**src/rtl/mvu_bin_packer.sv**
```systemverilog
// Binarizing packer: turns a stream of signed accumulator values into SIMD-bit
// words (1 = value >= 0, 0 = negative), closing a word early on in_last.
module mvu_bin_packer #(
   parameter int TDstI = 16,
   parameter int SIMD  = 4
) (
   input  logic             aclk,
   input  logic             aresetn,
   input  logic             in_v,
   input  logic [TDstI-1:0] in_d,
   input  logic             in_last,
   output logic             in_rdy,
   output logic             out_v,
   output logic [SIMD-1:0]  out_d,
   output logic             out_last,
   input  logic             out_rdy
);

   localparam int CW = (SIMD > 1) ? $clog2(SIMD) : 1;

   logic [SIMD-1:0] r_asm;
   logic [CW-1:0]   r_cnt;
   logic            r_out_v;
   logic [SIMD-1:0] r_out_d;
   logic            r_out_last;

   logic            w_in_rdy;
   logic            w_accept;
   logic            w_xfer;
   logic            w_bit;
   logic            w_close;
   logic [SIMD-1:0] w_word;

   // Only a word stalled at the output blocks the input; a word leaving this
   // cycle frees the register in time for the next completion.
   assign w_in_rdy = ~(r_out_v & ~out_rdy);
   assign w_accept = in_v & w_in_rdy;
   assign w_xfer   = r_out_v & out_rdy;
   assign w_bit    = ~in_d[TDstI-1];
   assign w_close  = (r_cnt == CW'(SIMD - 1)) | in_last;
   // Slots above r_cnt are still zero in r_asm, so an early close zero-fills.
   assign w_word   = r_asm | (w_bit ? (SIMD'(1) << r_cnt) : '0);

   // NOTE: all state uses non-blocking assignments so every register samples
   // the pre-edge values; later assignments (the completion) override the
   // earlier out_v clear when both happen on the same edge.
   always_ff @(posedge aclk) begin
      if (!aresetn) begin
         r_asm      <= '0;
         r_cnt      <= '0;
         r_out_v    <= 1'b0;
         r_out_d    <= '0;
         r_out_last <= 1'b0;
      end else begin
         if (w_xfer) begin
            r_out_v <= 1'b0;
         end
         if (w_accept) begin
            if (w_close) begin
               r_out_d    <= w_word;
               r_out_v    <= 1'b1;
               r_out_last <= in_last;
               r_asm      <= '0;
               r_cnt      <= '0;
            end else begin
               r_asm <= w_word;
               r_cnt <= r_cnt + CW'(1);
            end
         end
      end
   end

   assign in_rdy   = w_in_rdy;
   assign out_v    = r_out_v;
   assign out_d    = r_out_d;
   assign out_last = r_out_last;

endmodule

```
**config.mk**
```make
export PLATFORM = sky130hd
export DESIGN_NAME = mvu_bin_packer
export DESIGN_NICKNAME = d
export VERILOG_FILES = /design/src/rtl/mvu_bin_packer.sv
export SDC_FILE = /design/constraint.sdc
export NUM_CORES = 1
export LEC_CHECK = 0
export CAP_MARGIN = 0
export CORE_MARGIN = 3
export CORE_UTILIZATION = 40
export CTS_BUF_LIST = sky130_fd_sc_hd__clkbuf_16
export DETAILED_ROUTE_END_ITERATION = 6
export PLACE_DENSITY = 0.8
export SETUP_SLACK_MARGIN = 0.05
export SYNTH_ARGS = -nofsm -noshare
export SYNTH_HDL_FRONTEND = slang
export SYNTH_SLANG_ARGS = --single-unit
```
**constraint.sdc**
```tcl
create_clock -name aclk -period 2.5 [get_ports aclk]
set_clock_uncertainty 0.1 [all_clocks]
set_input_delay 0.625 -clock aclk [delete_from_list [all_inputs] [get_ports aclk]]
set_output_delay 0.625 -clock aclk [all_outputs]
set_load 0.05 [all_outputs]
```
-- Yosys cells after proc, flatten, opt, wreduce, memory -nomap -nowiden
Cells that the tools add are included.
Widths: inputs -> output; s select.
- word-level logic and storage cells: 22
- register bits: 12
- input port bits: 21
- output and inout bits: 7
- add/subtract/negate cells: 1
- multiplexer cells: 6
- equal/unequal tests: 1
- shift-type cells: 1
- reduce and logical (&&, ||, !) cells: 1
- bitwise gates (word level): 7
- operator list (kind ; number):
    $mux 4 ; 2
    $or 4x4->4 ; 1
    $shl 1x2->4 const A ; 1
    $and 1x1->1 ; 3
    $mux 1 ; 3
    $add 2x1->2 const B ; 1
    $eq 2x2->1 const B ; 1
    $mux 2 ; 1
    $not 1->1 ; 2
    $reduce_and 2->1 ; 1
    $or 1x1->1 ; 1

-- Logic depth before layout (Yosys ltp)
- depth after elaboration: 5
- gate-level depth with buffers: 5
- mapped depth without buffers: 5

-- Worst setup path before layout
OpenSTA, ideal clock, no wires.
- kind: register -> output
- start point: register r_out_v, in the netlist out_v
- end point: output port in_rdy
- stages on the path, launching flop included: 3
- data required time: 1.775 ns
- data arrival time: 1.186 ns
- path buffers: 0
- slack: 0.589 ns
- cell sequence: dfxtp_1 -> nor2b_1 -> inv_2
- cells in the longest elaborated chain, start to end: 2
- ends and longest elaborated chain (element ; line ; RTL):
    start, declared ; 23 ; logic r_out_v;
    start signal, assigned ; 51 ; r_out_v <= 1'b0;
    start signal, assigned ; 56 ; r_out_v <= 1'b0;
    start signal, assigned ; 61 ; r_out_v <= 1'b1;
    $and 1x1->1 ; 36 ; assign w_in_rdy = ~(r_out_v & ~out_rdy);
    $not 1->1 ; 36 ;
    end, declared ; 12 ; output logic in_rdy,
Every way passes these cells.

-- Worst setup path in the final report
- start point: input port out_rdy
- end point: output port in_rdy
- cells in the longest elaborated chain, start to end: 3
- ends and longest elaborated chain (element ; line ; RTL):
    start, declared ; 16 ; input logic out_rdy
    $not 1->1 ; 36 ;
    $and 1x1->1 ; 36 ;
    $not 1->1 ; 36 ;
Every way passes these cells.

==> impl_results.md <==
- Ratio of cells with drive above 1 in the final layout: 14.47%
- Leakage power: 0.3207 nW
- Hold Fails Final Rpt: 0
- Critical Path RT: 1.77 ns
- Yosys warns: 0
- Initial antenna violation count: 0
- Power Dens Cells: 746.3 nW/µm²
- Crit path kind: input port to output port
- Worst hold slack: 0.3433 ns
- Worst hold path type: flip-flop to flip-flop
- Pre-CTS WS: 0.1336 ns
- Total Routing Usage GR: 13.87%
- Fin crit share: 90.77%
- Clk buf depth: 2
- # H-tree levels: 1
- Pin count of the biggest net entering global routing: 13
- Final ANT Viol Nets: 0
- Area Overhead vs Synth: 38.03%
- Die area: 1883 µm²
- Design Area, Final: 772.0 µm²
- Synth cell types: 21
- Clk Tree Root Cell: clkbuf_16
- Number of remaining DRC errors: 0
- Post-Route Setup TNS: 0 ns
- Clock sinks: 12
- Synthesized instance count: 60
- Die Width: 43.39 µm
- Final Max Slew Viols: 0
- CTS tree: done
- Max Cap Viol: 0
- Rel. slew slack: 67.25%
- Critical path launch point type: input port
- Fin util: 64.27%
- Worst vdd ir: 0.4800 mV
- GPL Wtd Cong: 0.7438
- N_diodes: 0
- Overall routed net length: 1091 µm
- Iter 0 DRT Violations: 8
- RSZ-0062 raised after global routing: no
- Area after DPL: 690.7 µm²
- CORE AREA: 1201 µm²
- HPWL Detailed: 762 µm
- Fill count: 105
- Via density: 5.300
- Net count, final: 102
- CTS Buf Count: 3
- Most frequent cells in the layout: dfxtp_1 (12), clkdlybuf4s50_1 (11), o21ai_0 (5)
- Syn avg cell area: 9.321 µm²
- Mapped Nets: 85
- Clk_lat worst skew: 0.24 ns
- Initial Utilization: 46.56%
- Num ports: 28
- CP Max Fanout: 6
- Final setup viols: 0
- Vias: 477
- Total congestion overflow: 0
- FF+latch count, synth: 12
- TritonRoute pass-1 iters: 5
- F_max: 440.7 MHz
- Commonest non-fill, non-tap cell in the layout: dfxtp_1
- Wirelength per Cell: 12.12 µm
- Register area share after synthesis: 42.95%
- Die Height: 43.39 µm
- Final WS setup: 0.2307 ns
- Post-layout min period: 2.269 ns
- Worst Max-Slew Pin Slew: 0.4897 ns
- First-pass GRT wire length: 1863 µm
- Postcts setup bufs: 0
- CP arrival: 1.54 ns
- Clk slew on worst S/H paths: 0.04 ns
- Crit end category: output port
- Outcome: finished clean
- IO Port Bufs: 12
- Vias in the first global route: 439
- Cell Area, Synth: 559.3 µm²
- Cell Rows: 12
-- worst paths after layout --
kind	depth (start not counted)	slack [ns]	startpoint	endpoint
setup / recovery	4	0.23	out_rdy	in_rdy
hold / removal	2	0.34	out_d[3]	out_d[3]
setup reg to reg	4	1.02	r_cnt[1]	r_asm[3]
hold reg to reg	2	0.34	out_d[3]	out_d[3]
-- layout make-up --
type	instances	area (µm²)	share of cell area, %
clock buffer	3	75.07	9.724
multi-input combinational	40	274.0	35.49
inverter	5	21.27	2.755
tap	14	17.52	2.269
clock inverter	1	3.754	0.4862
sequential	12	240.2	31.12
timing repair buffer	15	140.1	18.15
-- sequential cells by signal, summed over array words and instances, names as in the netlist --
name,count
out_d,4
out_last,1
out_v,1
r_asm,4
r_cnt,2
-- cell usage after synthesis, drive strengths merged --
cell type / n / area, µm²
buf: 2 / 22.52
nor2b: 4 / 25.02
dfxtp: 12 / 240.2
mux2i: 4 / 40.04
nand2: 4 / 15.01
nor2: 4 / 15.01
a41o: 1 / 10.01
o21ai: 5 / 25.02
inv: 5 / 21.27
ha: 4 / 50.05
a21boi: 1 / 7.510
a31oi: 4 / 25.02
a21oi: 3 / 15.01
clkbuf: 1 / 3.750
and3: 1 / 6.260
nand3: 2 / 10.01
o41ai: 1 / 8.760
o31ai: 1 / 7.510
or3: 1 / 11.26
-- through the flow --
step           total power [mW]  cells
6_report                 0.5761     90
5_1_grt                  0.6025     90
4_1_cts                  0.5817     90
3_5_place_dp             0.2845     86
3_3_place_gp             0.2829     86
2_1_floorplan            0.2590     60
-- critical path: stages --
cell and delay (ns):
clkdlybuf4s50_1 0.41, nor2b_2 0.25, inv_2 0.06, buf_4 0.19
-- what timing repair did --
item | in CTS | in global routing
gates resized for setup | 0 | 1
setup endpoints to repair | 0 | 1
hold buffers | 0 | 0
-- per-layer routing --
metal,vias up,global-route usage [%],part of all wire [%]
met5,-,0,0
met4,0,5.422,1.1
met1,212,14.97,42
met3,3,7.884,9.5
met2,22,22.42,47
li1,240,-,-
-- kinds of logic after synthesis --
kind of cell    synth area share (%)
simple gates                   14.76
flops                          42.95
mux                            7.159
fa+ha+maj                      8.949
buf+inv                        8.500
compound gates                 17.67
-- report_power, final --
part,internal [mW],switching [mW]
combinational,0.0322,0.0443
clock,0.211,0.0841
sequential,0.200,0.00466
total,0.443,0.133
(Power assumes the default switching activity.)
==> variant 1 (same flow settings) <==
Reset style: asynchronous (`aresetn`), changed in one clocked block.
--- a/src/rtl/mvu_bin_packer.sv
+++ b/src/rtl/mvu_bin_packer.sv
@@ -44,7 +44,7 @@
    // NOTE: all state uses non-blocking assignments so every register samples
    // the pre-edge values; later assignments (the completion) override the
    // earlier out_v clear when both happen on the same edge.
-   always_ff @(posedge aclk) begin
+   always_ff @(posedge aclk or negedge aresetn) begin
       if (!aresetn) begin
          r_asm      <= '0;
          r_cnt      <= '0;
Check against the original RTL: differs if aresetn is asserted again (counterexample within 4 cycles, from zero or initial values and one cycle with aresetn low); with aresetn held inactive, the same outputs for 10 cycles.
==> variant 1 against the original RTL <==
- worst setup slack improved by 0.16 ns
- sequential cell count unchanged
- critical path depth decreased by 1
- synthesized area increased by 7.8%
- wire length decreased by 7.5%
- final area increased by 5.7%
Power is not compared: it rests on default switching activity, and its combinational part moved more than twofold at a synthesized area within 25%.
==> variant 1: results (changes against the original RTL) <==
| Metric | Value |
|---|---|
| CP arrival | `1.38 ns (-0.16 ns)` |
| Layout fillers | `117 (+11%)` |
| Rel. slew slack | `0.647 (-0.0252)` |
| Commonest cells in the netlist | `12 x dfrtp_1, 7 x inv_1, 5 x mux2i_1, 4 x ha_1, 4 x nor2_1` |
| Area contributors post-synth | `dfrtp_1 50%, ha_1 8.3%, mux2i_1 8.3%, inv_1 4.4%, buf_6 3.7%` |
| Placed Instances | `79 (-8.1%)` |
| Net Sw Frac | `0.345` |
| Pre-CTS setup slack | `0.389 ns (+0.255 ns)` |
| Share of cells above drive strength 1 | `0.103 (-0.0418)` |
| Initial DRT Pass Iterations | `2 (-3)` |
| Avg Inst Size Synth | `11.4 µm² (+22%)` |
| Antenna violations before repair | `0 (unchanged)` |
| Setup_tns | `0 ns (unchanged)` |
| Vias post-DR | `412 (-14%)` |
| Top_reg_cell synth | `dfrtp_1` |
| Status | `completed` |
| Area post-placement | `737 µm² (+6.7%)` |
| First-pass GRT wire length | `1.84 mm (-1.5%)` |
| IO buf count | `12 (unchanged)` |
| Total global-route track usage | `0.128 (-0.0108)` |
| 1st-iter DRT viols | `7 (-1)` |
| Vias in the first global route | `457 (+4.1%)` |
| Total Wirelength | `1.01 mm (-7.5%)` |
| CP Max Fanout | `2 (-4)` |
| Register area share after synthesis | `0.498 (+0.0684)` |
| Synthesized net count | `78 (-8.2%)` |
| Gpl congestion | `0.741 (-0.40%)` |
| DIE AREA | `0.00201 mm² (+6.7%)` |
| Yosys cell types | `17 (-19%)` |
| Share of async-settable or async-resettable flops after synthesis | `1.00 (+1.00)` |
| Final nets | `94 (-7.8%)` |
-- variant 1: critical path, stage by stage --
cell             delay (ns)
clkdlybuf4s50_1        0.44
nand2b_1               0.16
buf_12                 0.15
-- variant 1: kinds of logic (layout without fill, tap and decap cells) --
kind of cell,after synthesis,after routing,synth area share
and+or+nand+nor,17,17,0.168
muxes,6,6,0.108
buffers and inverters,9,24,0.0809
AOI/OAI and AO/OA,5,5,0.0622
DFF,12,12,0.498
adders and majority gates,4,4,0.0830
-- variant 1: path summary, 6_finish.rpt --
check / slack (ns) / endpoint / from / cells past startpoint
setup / recovery: 0.39 / in_rdy / out_rdy / 3
hold / removal: 0.39 / r_asm[1] / r_asm[1] / 1
setup reg to reg: 1.03 / out_d[3] / r_cnt[0] / 4
hold reg to reg: 0.39 / r_asm[1] / r_asm[1] / 1
max in group asynchronous: 1.31 / r_asm[3] / aresetn / 1
min in group asynchronous: 0.64 / r_asm[0] / aresetn / 1
-- variant 1: power groups by stage --
stage                     logic, mW  clock network, mW  registers [mW]
after global routing          0.377              0.306           0.301
after detailed placement      0.349                  0           0.297
after global placement        0.343                  0           0.292
final                         0.345              0.290           0.292
after CTS                     0.352              0.296           0.294
after floorplan               0.140                  0           0.398
-- variant 1: routing by layer --
layer  global-route usage  share of wire
met5                    0              0
met4               0.0702          0.019
met3               0.0438          0.071
met2                0.215           0.51
met1                0.141           0.40
-- variant 1: area by class of cell --
cell class                 instances  area, µm²  share of cell area
sequential                        12        300               0.368
multi-input combinational         32        254               0.311
clock inverter                     1       3.75             0.00460
tap                               15       18.8              0.0230
clock buffer                       3       75.1              0.0920
inverter                           7       26.3              0.0322
timing repair buffer              13        138               0.169
==> variant 2 (same flow settings) <==
Made on the original files. Set the parameter `SIMD` to 2 (it was 4).
--- a/src/rtl/mvu_bin_packer.sv
+++ b/src/rtl/mvu_bin_packer.sv
@@ -2,7 +2,7 @@
 // words (1 = value >= 0, 0 = negative), closing a word early on in_last.
 module mvu_bin_packer #(
    parameter int TDstI = 16,
-   parameter int SIMD  = 4
+   parameter int SIMD  = 2
 ) (
    input  logic             aclk,
    input  logic             aresetn,
Ports: changed (resized out_d); port bits go from 28 to 26. No check against the original RTL was run, so the function may have changed too.
==> variant 2 against the original RTL <==
- the flow now stops in power grid generation (2_4_floorplan_pdn)
- synthesized area decreased by 46%
==> variant 2: results (changes against the original RTL) <==
| Metric | Value |
|---|---|
| Share of async-settable or async-resettable flops after synthesis | `0 (unchanged)` |
| First error | `[ERROR PDN-0185] Insufficient width (27.14 um) to add straps on layer met4 in grid "grid" with total strap width 15.2 um and offset 13.6 um.` |
| Yosys cell types | `21 (unchanged)` |
| Commonest cells in the netlist | `7 x dfxtp_1, 3 x nand2_1, 2 x nor3_1, 2 x o221a_2` |
| Area contributors post-synth | `dfxtp_1 47%, o221a_2 7.5%, nand2_1 3.8%, or3_4 3.8%, mux2i_1 3.3%` |
| YS warnings | `0 (unchanged)` |
| Halt Stage | `power grid generation (2_4_floorplan_pdn)` |
| Yosys reg bits | `7 (-5)` |
| Synthesized net count | `52 (-39%)` |
| Register area share after synthesis | `0.467 (+0.0371)` |
| Status | `stopped before the end` |
| Syn Inst Count | `31 (-48%)` |
| Die Wd | `33.4 µm (-23%)` |
variant 2: cell count changes after synthesis, sizes merged, moves of 3 or more:
cell,change
dfxtp,-5
a31oi,-4
ha,-4
o21ai,-4
inv,-3
mux2i,-3
nor2,-3
nor2b,-3
variant 2: kinds of logic after synthesis:
family                 after synthesis  synth area share
and+or+nand+nor                     13             0.263
AOI/OAI and AO/OA                    8             0.212
DFF                                  7             0.467
buffers and inverters                2            0.0250
muxes                                1            0.0333
